$ cat config.mk
export PLATFORM = sky130hd
export DESIGN_NAME = alu_console
export DESIGN_NICKNAME = d
export VERILOG_FILES = /design/src/rtl/alu_console_pkg.sv /design/src/rtl/alu_console_seg_scan.sv /design/src/rtl/alu_console.sv
export SDC_FILE = /design/constraint.sdc
export NUM_CORES = 1
export LEC_CHECK = 0
export ABC_AREA = 1
export CORE_AREA = 2 2 271 193
export CTS_CLUSTER_SIZE = 24
export DETAILED_ROUTE_END_ITERATION = 16
export DIE_AREA = 0 0 273 195
export GPL_TIMING_DRIVEN = 0
export SLEW_MARGIN = 25
export SYNTH_ARGS = -nofsm -noshare
export SYNTH_HDL_FRONTEND = slang
export SYNTH_SLANG_ARGS = --single-unit
$ cat constraint.sdc
create_clock -name clk -period 5.54 [get_ports clk]
set_input_delay 1.108 -clock clk [delete_from_list [all_inputs] [get_ports clk]]
set_output_delay 1.108 -clock clk [all_outputs]
set_load 0.02 [all_outputs]
$ cat src/rtl/alu_console_pkg.sv
// rtl/alu_console_pkg.sv - op codes, flag bit indices and hex-to-seven-segment table for alu_console
package alu_console_pkg;

    localparam logic [3:0] OP_AND = 4'd0;
    localparam logic [3:0] OP_OR  = 4'd1;
    localparam logic [3:0] OP_XOR = 4'd2;
    localparam logic [3:0] OP_NOR = 4'd3;
    localparam logic [3:0] OP_ADD = 4'd4;
    localparam logic [3:0] OP_SUB = 4'd5;
    localparam logic [3:0] OP_SLT = 4'd6;
    localparam logic [3:0] OP_SLL = 4'd7;
    localparam logic [3:0] OP_SRL = 4'd8;
    localparam logic [3:0] OP_SRA = 4'd9;

    localparam int FLAG_ZF = 3;
    localparam int FLAG_CF = 2;
    localparam int FLAG_OF = 1;
    localparam int FLAG_SF = 0;

    typedef enum logic [1:0] {
        DISP_A = 2'd0,
        DISP_B = 2'd1,
        DISP_R = 2'd2,
        DISP_F = 2'd3
    } disp_sel_t;

    // Active-low {dp, g..a}; dp is always off.
    function automatic logic [7:0] hex2seg(input logic [3:0] h);
        case (h)
            4'h0: hex2seg = 8'hC0;
            4'h1: hex2seg = 8'hF9;
            4'h2: hex2seg = 8'hA4;
            4'h3: hex2seg = 8'hB0;
            4'h4: hex2seg = 8'h99;
            4'h5: hex2seg = 8'h92;
            4'h6: hex2seg = 8'h82;
            4'h7: hex2seg = 8'hF8;
            4'h8: hex2seg = 8'h80;
            4'h9: hex2seg = 8'h90;
            4'hA: hex2seg = 8'h88;
            4'hB: hex2seg = 8'h83;
            4'hC: hex2seg = 8'hC6;
            4'hD: hex2seg = 8'hA1;
            4'hE: hex2seg = 8'h86;
            default: hex2seg = 8'h8E;
        endcase
    endfunction

endpackage

$ cat src/rtl/alu_console_seg_scan.sv
// rtl/alu_console_seg_scan.sv - multiplexed seven-segment digit scanner (module seg_scan)
module seg_scan
    import alu_console_pkg::*;
#(
    parameter int DIGITS   = 8,
    parameter int SCAN_DIV = 50000
) (
    input  logic                  clk,
    input  logic                  rst_n,
    input  logic [4*DIGITS-1:0]   value,
    output logic [DIGITS-1:0]     an,
    output logic [7:0]            seg
);

    localparam int IW = (DIGITS > 1) ? $clog2(DIGITS) : 1;
    localparam int CW = (SCAN_DIV > 1) ? $clog2(SCAN_DIV) : 1;

    logic [CW-1:0] cnt;
    logic [IW-1:0] idx;
    logic [3:0]    nib;

    always_comb begin
        nib = '0;
        for (int i = 0; i < DIGITS; i++) begin
            if (idx == IW'(i)) nib = value[4*i +: 4];
        end
    end

    // an/seg follow idx one cycle later, so both always describe the same digit.
    always_ff @(posedge clk) begin
        if (!rst_n) begin
            cnt <= '0;
            idx <= '0;
            an  <= ~DIGITS'(1);
            seg <= hex2seg(4'h0);
        end else begin
            if (cnt == CW'(SCAN_DIV - 1)) begin
                cnt <= '0;
                idx <= (idx == IW'(DIGITS - 1)) ? '0 : idx + 1'b1;
            end else begin
                cnt <= cnt + 1'b1;
            end
            an  <= ~(DIGITS'(1) << idx);
            seg <= hex2seg(nib);
        end
    end

endmodule

$ cat src/rtl/alu_console.sv
// rtl/alu_console.sv - button-loaded ALU with hex display; ALU_CONSOLE_DEBOUNCE_EN adds button debounce
module alu_console
    import alu_console_pkg::*;
#(
    parameter int WIDTH     = 32,
    parameter int DIGITS    = 8,
    parameter int SCAN_DIV  = 50000,
    parameter int DB_CYCLES = 20000
) (
    input  logic               clk,
    input  logic               rst_n,
    input  logic [WIDTH-1:0]   sw,
    input  logic [3:0]         op,
    input  logic               btn_a,
    input  logic               btn_b,
    input  logic               btn_f,
    input  logic [1:0]         disp_sel,
    output logic [3:0]         flags,
    output logic [DIGITS-1:0]  an,
    output logic [7:0]         seg
);

    localparam int SHW = $clog2(WIDTH);
    localparam int DW  = 4 * DIGITS;

    logic [2:0] s1, s2, level, level_q, armed, pulse;
    logic [1:0] settle;

    // A button only arms once the synchroniser has seen it released after reset.
    always_ff @(posedge clk) begin
        if (!rst_n) begin
            s1      <= '0;
            s2      <= '0;
            level_q <= '0;
            armed   <= '0;
            settle  <= '0;
        end else begin
            s1      <= {btn_f, btn_b, btn_a};
            s2      <= s1;
            level_q <= level;
            if (settle != 2'd2) settle <= settle + 1'b1;
            armed   <= armed | ({3{settle == 2'd2}} & ~s2);
        end
    end

`ifdef ALU_CONSOLE_DEBOUNCE_EN
    localparam int DBW = $clog2(DB_CYCLES + 1);
    logic [2:0]     db;
    logic [DBW-1:0] db_cnt [3];

    always_ff @(posedge clk) begin
        if (!rst_n) begin
            db <= '0;
            for (int i = 0; i < 3; i++) db_cnt[i] <= '0;
        end else begin
            for (int i = 0; i < 3; i++) begin
                if (s2[i] == db[i]) begin
                    db_cnt[i] <= '0;
                end else if (db_cnt[i] == DBW'(DB_CYCLES - 1)) begin
                    db[i]     <= s2[i];
                    db_cnt[i] <= '0;
                end else begin
                    db_cnt[i] <= db_cnt[i] + 1'b1;
                end
            end
        end
    end

    assign level = db;
`else
    assign level = s2;
`endif

    assign pulse = level & ~level_q & armed;

    logic [WIDTH-1:0] a, b, r;
    logic [WIDTH-1:0] alu_r;
    logic [WIDTH:0]   sum, diff;
    logic [SHW-1:0]   shamt;
    logic             cf, ofl;
    logic [3:0]       flags_next;

    always_comb begin
        sum   = {1'b0, a} + {1'b0, b};
        diff  = {1'b0, a} - {1'b0, b};
        shamt = b[SHW-1:0];
        cf    = 1'b0;
        ofl   = 1'b0;
        case (op)
            OP_AND: alu_r = a & b;
            OP_OR:  alu_r = a | b;
            OP_XOR: alu_r = a ^ b;
            OP_NOR: alu_r = ~(a | b);
            OP_ADD: begin
                alu_r = sum[WIDTH-1:0];
                cf    = sum[WIDTH];
                ofl   = (a[WIDTH-1] == b[WIDTH-1]) && (alu_r[WIDTH-1] != a[WIDTH-1]);
            end
            OP_SUB: begin
                alu_r = diff[WIDTH-1:0];
                cf    = diff[WIDTH];
                ofl   = (a[WIDTH-1] != b[WIDTH-1]) && (alu_r[WIDTH-1] != a[WIDTH-1]);
            end
            OP_SLT: alu_r = {{(WIDTH-1){1'b0}}, ($signed(a) < $signed(b))};
            OP_SLL: alu_r = a << shamt;
            OP_SRL: alu_r = a >> shamt;
            OP_SRA: alu_r = $signed(a) >>> shamt;
            default: alu_r = '0;
        endcase
        flags_next          = '0;
        flags_next[FLAG_ZF] = (alu_r == '0);
        flags_next[FLAG_CF] = cf;
        flags_next[FLAG_OF] = ofl;
        flags_next[FLAG_SF] = alu_r[WIDTH-1];
    end

    // Non-blocking loads mean a same-cycle F pulse computes with the old A/B.
    always_ff @(posedge clk) begin
        if (!rst_n) begin
            a     <= '0;
            b     <= '0;
            r     <= '0;
            flags <= '0;
        end else begin
            if (pulse[0]) a <= sw;
            if (pulse[1]) b <= sw;
            if (pulse[2]) begin
                r     <= alu_r;
                flags <= flags_next;
            end
        end
    end

    logic [WIDTH-1:0] src;
    logic [DW-1:0]    disp_val;

    always_comb begin
        case (disp_sel_t'(disp_sel))
            DISP_A:  src = a;
            DISP_B:  src = b;
            DISP_R:  src = r;
            default: src = {{(WIDTH-4){1'b0}}, flags};
        endcase
    end

    generate
        if (WIDTH >= DW) begin : g_trunc
            assign disp_val = src[DW-1:0];
        end else begin : g_pad
            assign disp_val = {{(DW-WIDTH){1'b0}}, src};
        end
    endgenerate

    seg_scan #(
        .DIGITS   (DIGITS),
        .SCAN_DIV (SCAN_DIV)
    ) u_seg_scan (
        .clk   (clk),
        .rst_n (rst_n),
        .value (disp_val),
        .an    (an),
        .seg   (seg)
    );

endmodule
### Word level (Yosys, flattened, before mapping)

Memory sizes are Yosys's and may differ from the RTL's. A register that Yosys moved wholly into a read port is not among the register bits.
Cells that the tools add are included.

* add/subtract/negate cells: 5
* order comparisons: 1
* equality and inequality tests: 25
* shift-type cells: 4
* mux-type cells: 13
* bitwise logic cells: 12
* reduce and logical (&&, ||, !) cells: 8

Operator list (number)
* 32-bit case mux with 10 select lines: 1
* 32-bit case mux with 3 select lines: 1
* 32-bit by 32-bit adder with 33-bit output: 1
* 32-bit by 32-bit subtractor with 33-bit output: 1
* 32-bit AND: 1
* 32-bit zero test: 1
* 32-bit less-than comparator: 1
* 4-bit two-way mux: 8
* 32-bit NOT: 1
* 32-bit OR: 1
* 32-bit by 5-bit left shift with 32-bit output: 1
* 32-bit by 5-bit right shift with 32-bit output: 1
* 32-bit by 5-bit >>> shifter with 32-bit output: 1
* 32-bit bitwise XOR: 1
* 16-bit by 1-bit adder with 16-bit output, second input constant: 1
* 16-bit == test, second input constant: 1
* 4-bit by 3-bit == test with 1-bit output, second input constant: 4
* 3-bit == test, second input constant: 4
* 3-bit AND: 3
* 4-bit by 2-bit == test with 1-bit output, second input constant: 2
* 4-bit == test, second input constant: 2
* 8-bit NOT: 1
* 1-bit by 3-bit left shift with 8-bit output, first input constant: 1
* 3-bit by 2-bit == test with 1-bit output, second input constant: 2
* other kinds (20): 26

* register bits after elaboration: 149
* ROM bits: 112
* input bits: 43
* word-level logic and storage cells: 82
* memories kept: 1

Memory list
* (name not given): words 16, bits a word 7, read ports 1, clocked after Yosys merged registers in 1, wr ports 0, line alu_console_pkg.sv:29 `case (h)`

### Longest topological paths before layout

Gate-level depths: netlist of run 1.

* depth in word-level cells: 10
* mapped depth: 27
* gate-level depth less buffers: 27

### Hierarchy

Synthesis of run 1 repeated with hierarchy kept, for this count alone.

* cell total of the unflattened synthesis: 3115
* area, all modules: 17047.6 µm²

Modules (own cells, without submodules)
* alu_console: instances 1, cells each 2808, area an instance 15010.6 µm², seq. area each 2262.2 µm²
* seg_scan: instances 1, cells each 307, area an instance 2037.0 µm², seq. area each 680.7 µm²

### Worst setup path before layout of run 1

OpenSTA, ideal clock, no wires.

* path kind: input port to flip-flop
* from: input port disp_sel[0]
* to: register u_seg_scan.seg[0]
* data arrival time: 2943 ps
* setup slack: 2465 ps
* stages: 21
* cell sequence: inv_2 nand2_4 inv_2 buf_2 nand2_1 o221ai_1 nand2_1 nand2_1 nand2_1 nand2_1 nand2_1 nand2_1 nand2_1 nand2_1 nand2_1 nand2_1 inv_1 ha_1 nand3b_1 nand3_1 a21oi_1

* cells in the longest elaborated chain, start to end: 10
* elaborated cells on any way between the ends: 12
* classes of those cells: eq/ne (2); mux (9); reduce/logical (1)

Ends and longest elaborated chain
* from (decl): line alu_console.sv:17 `input logic [1:0] disp_sel,`
* 2-bit == test, or another cell as far along: line alu_console.sv:138 `case (disp_sel_t'(disp_sel))`
* 32-bit case mux with 3 select lines (*): line alu_console.sv:138
* 4-bit two-way mux (7 in series): line alu_console_seg_scan.sv:25 `if (idx == IW'(i)) nib = value[4*i +: 4];`
* 4-bit two-way mux (*): line alu_console_seg_scan.sv:25
* to (decl): line alu_console_seg_scan.sv:12 `output logic [7:0] seg`

Every way passes the cells marked *; elsewhere a longest branch is shown, timed or not.
A chain may end at the register's enable or synchronous reset.

### Final worst setup path of run 1

* from: register b[4]
* to: register flags[3]

* cells in the longest elaborated chain, start to end: 4
* elaborated cells on any way between the ends: 12
* classes of those cells: add/sub (2); order compare (1); shift (3); mux (1); bitwise (4); reduce/logical (1)

Ends and longest elaborated chain
* from (decl): line alu_console.sv:76 `logic [WIDTH-1:0] a, b, r;`
* from (signal assigned): line alu_console.sv:126 `if (pulse[1]) b <= sw;`
* branches (longest 2 deep; another with 32-bit by 32-bit subtractor with 33-bit output)
* 32-bit case mux with 10 select lines (*): line alu_console.sv:89 `case (op)`
* 32-bit zero test (*): line alu_console.sv:111 `flags_next[FLAG_ZF] = (alu_r == '0);`
* to (signal assigned): line alu_console.sv:129 `flags <= flags_next;`
* to (decl): line alu_console.sv:18 `output logic [3:0] flags,`

Every way passes the cells marked *.

==> flow_metrics.py, run 1 <==
metrics = {
    "setup_path": {
        "crit_cells": 20,
        "critPathSlowestCell": "nor2_1",
        "path_cells": "buf_2, inv_1, clkbuf_1, buf_1, ha_1, nor2_1, nand3_1, nand2_1, nand2_1, nand2_1, nand2_1, nand2_1, nand2_1, nand3_1, nand2_1, nor2_1, nand4_1, nor2_1, nand3_1, a21oi_1",
        "worst_setup_path_start_kind": "flip-flop",
        "critPathKind": "reg -> reg",
        "cp.arrival_ns": 5.59,
        "crit_top_cell": "nand2_1",
        "critPathMaxStageDelay_ns": 0.70,
        "path_buf_inv": 4,
        "critPathMaxFanout": 11,
        "required_ns": 5.93,
        "endpoint_kind": "flip-flop",
        "r2r_setup_slack_ns": 0.33,
        "crit_family": "simple AND/OR/NAND/NOR gates",
        "ff2ff_path_depth": 20,
    },
    "timing": {
        "final.setup_skew_ns": 0.0158,
        "setup_viol": 0,
        "setup_slack_ns": 0.333,
        "clock.fmax_mhz": 192,
        "finalCritPeriodShare": 0.940,
        "worstMarginPinSlew_ns": 1.14,
        "slew_viol_final": 0,
        "rsz0062_at_grt": "no",
        "setup_tns_ns": 0,
        "slew_headroom": 0.231,
        "period_needed_ns": 5.21,
        "hold_viol": 0,
        "holdWs_ns": 0.422,
    },
    "placement": {
        "dp.cells": 3653,
        "pre_cts_ws_ns": 0.682,
        "place_hpwl_mm": 76.7,
        "globalplace.congestion": 1.08,
        "numPortBuffers": 61,
    },
    "floorplanning": {
        "io_pins": 63,
        "start_util": 0.327,
        "rows": 69,
        "die_area_um2": 53200,
        "die_h_um": 195,
        "core-area_um2": 50400,
        "die_w_um": 273,
    },
    "cells_and_area": {
        "final_common_cell": "nand2_1",
        "stdcell_count": 3688,
        "fillers": 5809,
        "fin_nets": 3163,
        "multi_input_area_um2": 11600,
        "layout_common_cells": "838 x nand2_1, 458 x nand3_1, 314 x inv_1",
        "regArea_um2": 2940,
        "area_delta_synth_final_pct": 12.4,
        "drive_above_1_share": 0.0545,
    },
    "logic_synthesis": {
        "yosysSeqAreaShare": 0.178,
        "netlist_instances": 2918,
        "syn_avg_cell_area_um2": 5.65,
        "syn_area_um2": 16500,
        "yosysWarnings": 0,
        "ys_ff_latch": 147,
        "synthDistinctLibCells": 56,
        "syn_nets": 3083,
    },
    "route": {
        "routed_wl_mm": 92.6,
        "drtAntennaViolNets": 0,
        "route.detailed.drc": 0,
        "firstDrtPassIters": 8,
        "wl_per_cell_um": 25.1,
        "first_iter_violations": 3515,
        "via_count": 21300,
        "viasPerCell": 5.77,
    },
    "global_route": {
        "grt_first_pass_wirelength_mm": 131,
        "grt_use_total": 0.339,
        "gr-total-overflow": 0,
        "first_global_vias": 19000,
        "grt_max_degree": 18,
        "antenna_found_initial": 3,
    },
    "power_and_ir_drop": {
        "power_mw": 4.00,
        "power_density_nw_per_um2": 216,
        "vdd_drop_max_uv": 261,
        "p_leak_nw": 8.91,
    },
    "hold_path": {
        "hp-class": "reg -> reg",
        "worstHoldPathCells": 2,
    },
    "status": {
        "outcome": "completed",
    },
    "clock_network": {
        "clock_tree.root_cell": "clkbuf_16",
        "cts_buffers": 17,
        "postCtsSetupBuffers": 0,
        "htree_num_levels": 4,
        "clkTransAtPathRegs_ns": 0.07,
        "clock-sinks": 147,
        "clock_latency_ns": 0.47,
        "hold_buffers": 0,
        "clockBufferDepth": 2,
        "cts_resized": 0,
        "cts_tree": "done",
    },
    "run": {
        "cap_violations": 0,
    },
}
sequential cells by signal, summed over array words and instances (netlist names):
register / cells
s1: 3
u_seg_scan.seg: 7
level_q: 3
r: 31
b: 32
u_seg_scan.cnt: 16
a: 32
armed: 3
flags: 4
u_seg_scan.idx: 3
u_seg_scan.an: 8
settle: 2
level: 3
cells by family (layout without fill, tap and decap cells):
kind of cell / count (synthesis) / count (layout) / share of synthesized area
multiplexers: 1 / 1 / 0.000607
adder cells (fa/ha/maj): 122 / 122 / 0.0935
AND/OR/NAND/NOR: 1697 / 1697 / 0.443
other: 1 / 4 / 0.000227
buffers and inverters: 471 / 564 / 0.121
XOR/XNOR: 4 / 4 / 0.00212
AO/OA/AOI/OAI: 475 / 475 / 0.162
flip-flops: 147 / 147 / 0.178
through the flow:
step,instance area (um^2),util
6_report,18500,0.368
3_3_place_gp,17900,0.356
4_1_cts,18500,0.368
5_1_grt,18500,0.368
3_5_place_dp,17900,0.356
2_1_floorplan,16500,-
per-layer routing:
metal,wire [um],vias up,GRT usage
met5,127,-,0.0172
met1,40500,9887,0.485
met3,13600,224,0.120
met4,4020,2,0.129
met2,34400,1435,0.454
li1,-,9739,-
path summary, 6_finish.rpt:
kind,end,from
worst max-delay path,flags[3]$_SDFFE_PN0P_,b[4]$_SDFFE_PN0P_
worst min register to register,level[0]$_SDFF_PN0_,s1[0]$_SDFF_PN0_
worst min-delay path,level[0]$_SDFF_PN0_,s1[0]$_SDFF_PN0_
worst max register to register,flags[3]$_SDFFE_PN0P_,b[4]$_SDFFE_PN0P_
area by class of cell:
class,instances,share of cell area
Clock inverter,15,0.00877
Sequential cell,147,0.159
Antenna cell,3,0.000405
Tap cell,674,0.0455
Buffer,136,0.0391
Clock buffer,17,0.0229
Multi-Input combinational cell,2300,0.623
Timing Repair Buffer,61,0.0329
Inverter,335,0.0681
where the power goes:
group	switching, mW	total, mW	internal [mW]	leakage, nW
clock network	0.589	1.19	0.602	0.282
logic	1.20	1.65	0.452	7.44
registers	0.0580	1.16	1.11	1.19
synth_stat cells (all sizes together):
master   count  area, um^2
o21a         6        45.0
ha         120        1500
nand2b       1        6.26
a31oi        3        18.8
and2         7        43.8
a21o         1        7.51
nand3b       6        45.0
nand4       43         269
o221ai      13         114
o21ai      189         961
clkbuf      48         185
a22o         1        8.76
clkinv       4        15.0
nor3        29         150
nand2      856        3300
xor2         4        35.0
or2          5        31.3
o211ai      29         218
nand3      460        2310
a221oi       2        17.5
mux2i        1        10.0
inv        331        1250
nor2       287        1120
buf         88         541
a21boi       2        15.0
fa           2        40.0
dfxtp      147        2940
nor4         3        25.0
o22ai       15        93.8
o21bai      12        90.1
conb         1        3.75
a211oi      10        75.1
o2111ai     10        87.6
a21oi      182         918
worst register-to-register path, delay by kind of cell (launching register included):
family	cells	cell delay [ns]
and+or+nand+nor	14	2.56
adders and majority gates	1	0.49
buffers and inverters	4	1.65
DFF	1	0.31
AOI/OAI and AO/OA	1	0.12
(Power assumes the default switching activity.)
==> run 2: changes to the inputs <==
Clock period 5.54 ns to 6.1 ns, I/O delays scaled along.
==> results of run 2 <==
The final DEF is identical to that of run 1. Status: completed.
Among the figures that moved: setup slack after placement 0.682 ns -> 1.24 ns; setup slack after layout 0.333 ns -> 0.893 ns; register-to-register setup slack 0.33 ns -> 0.89 ns; total power 4.00 mW -> 3.63 mW; worst IR drop on VDD 261 uV -> 237 uV
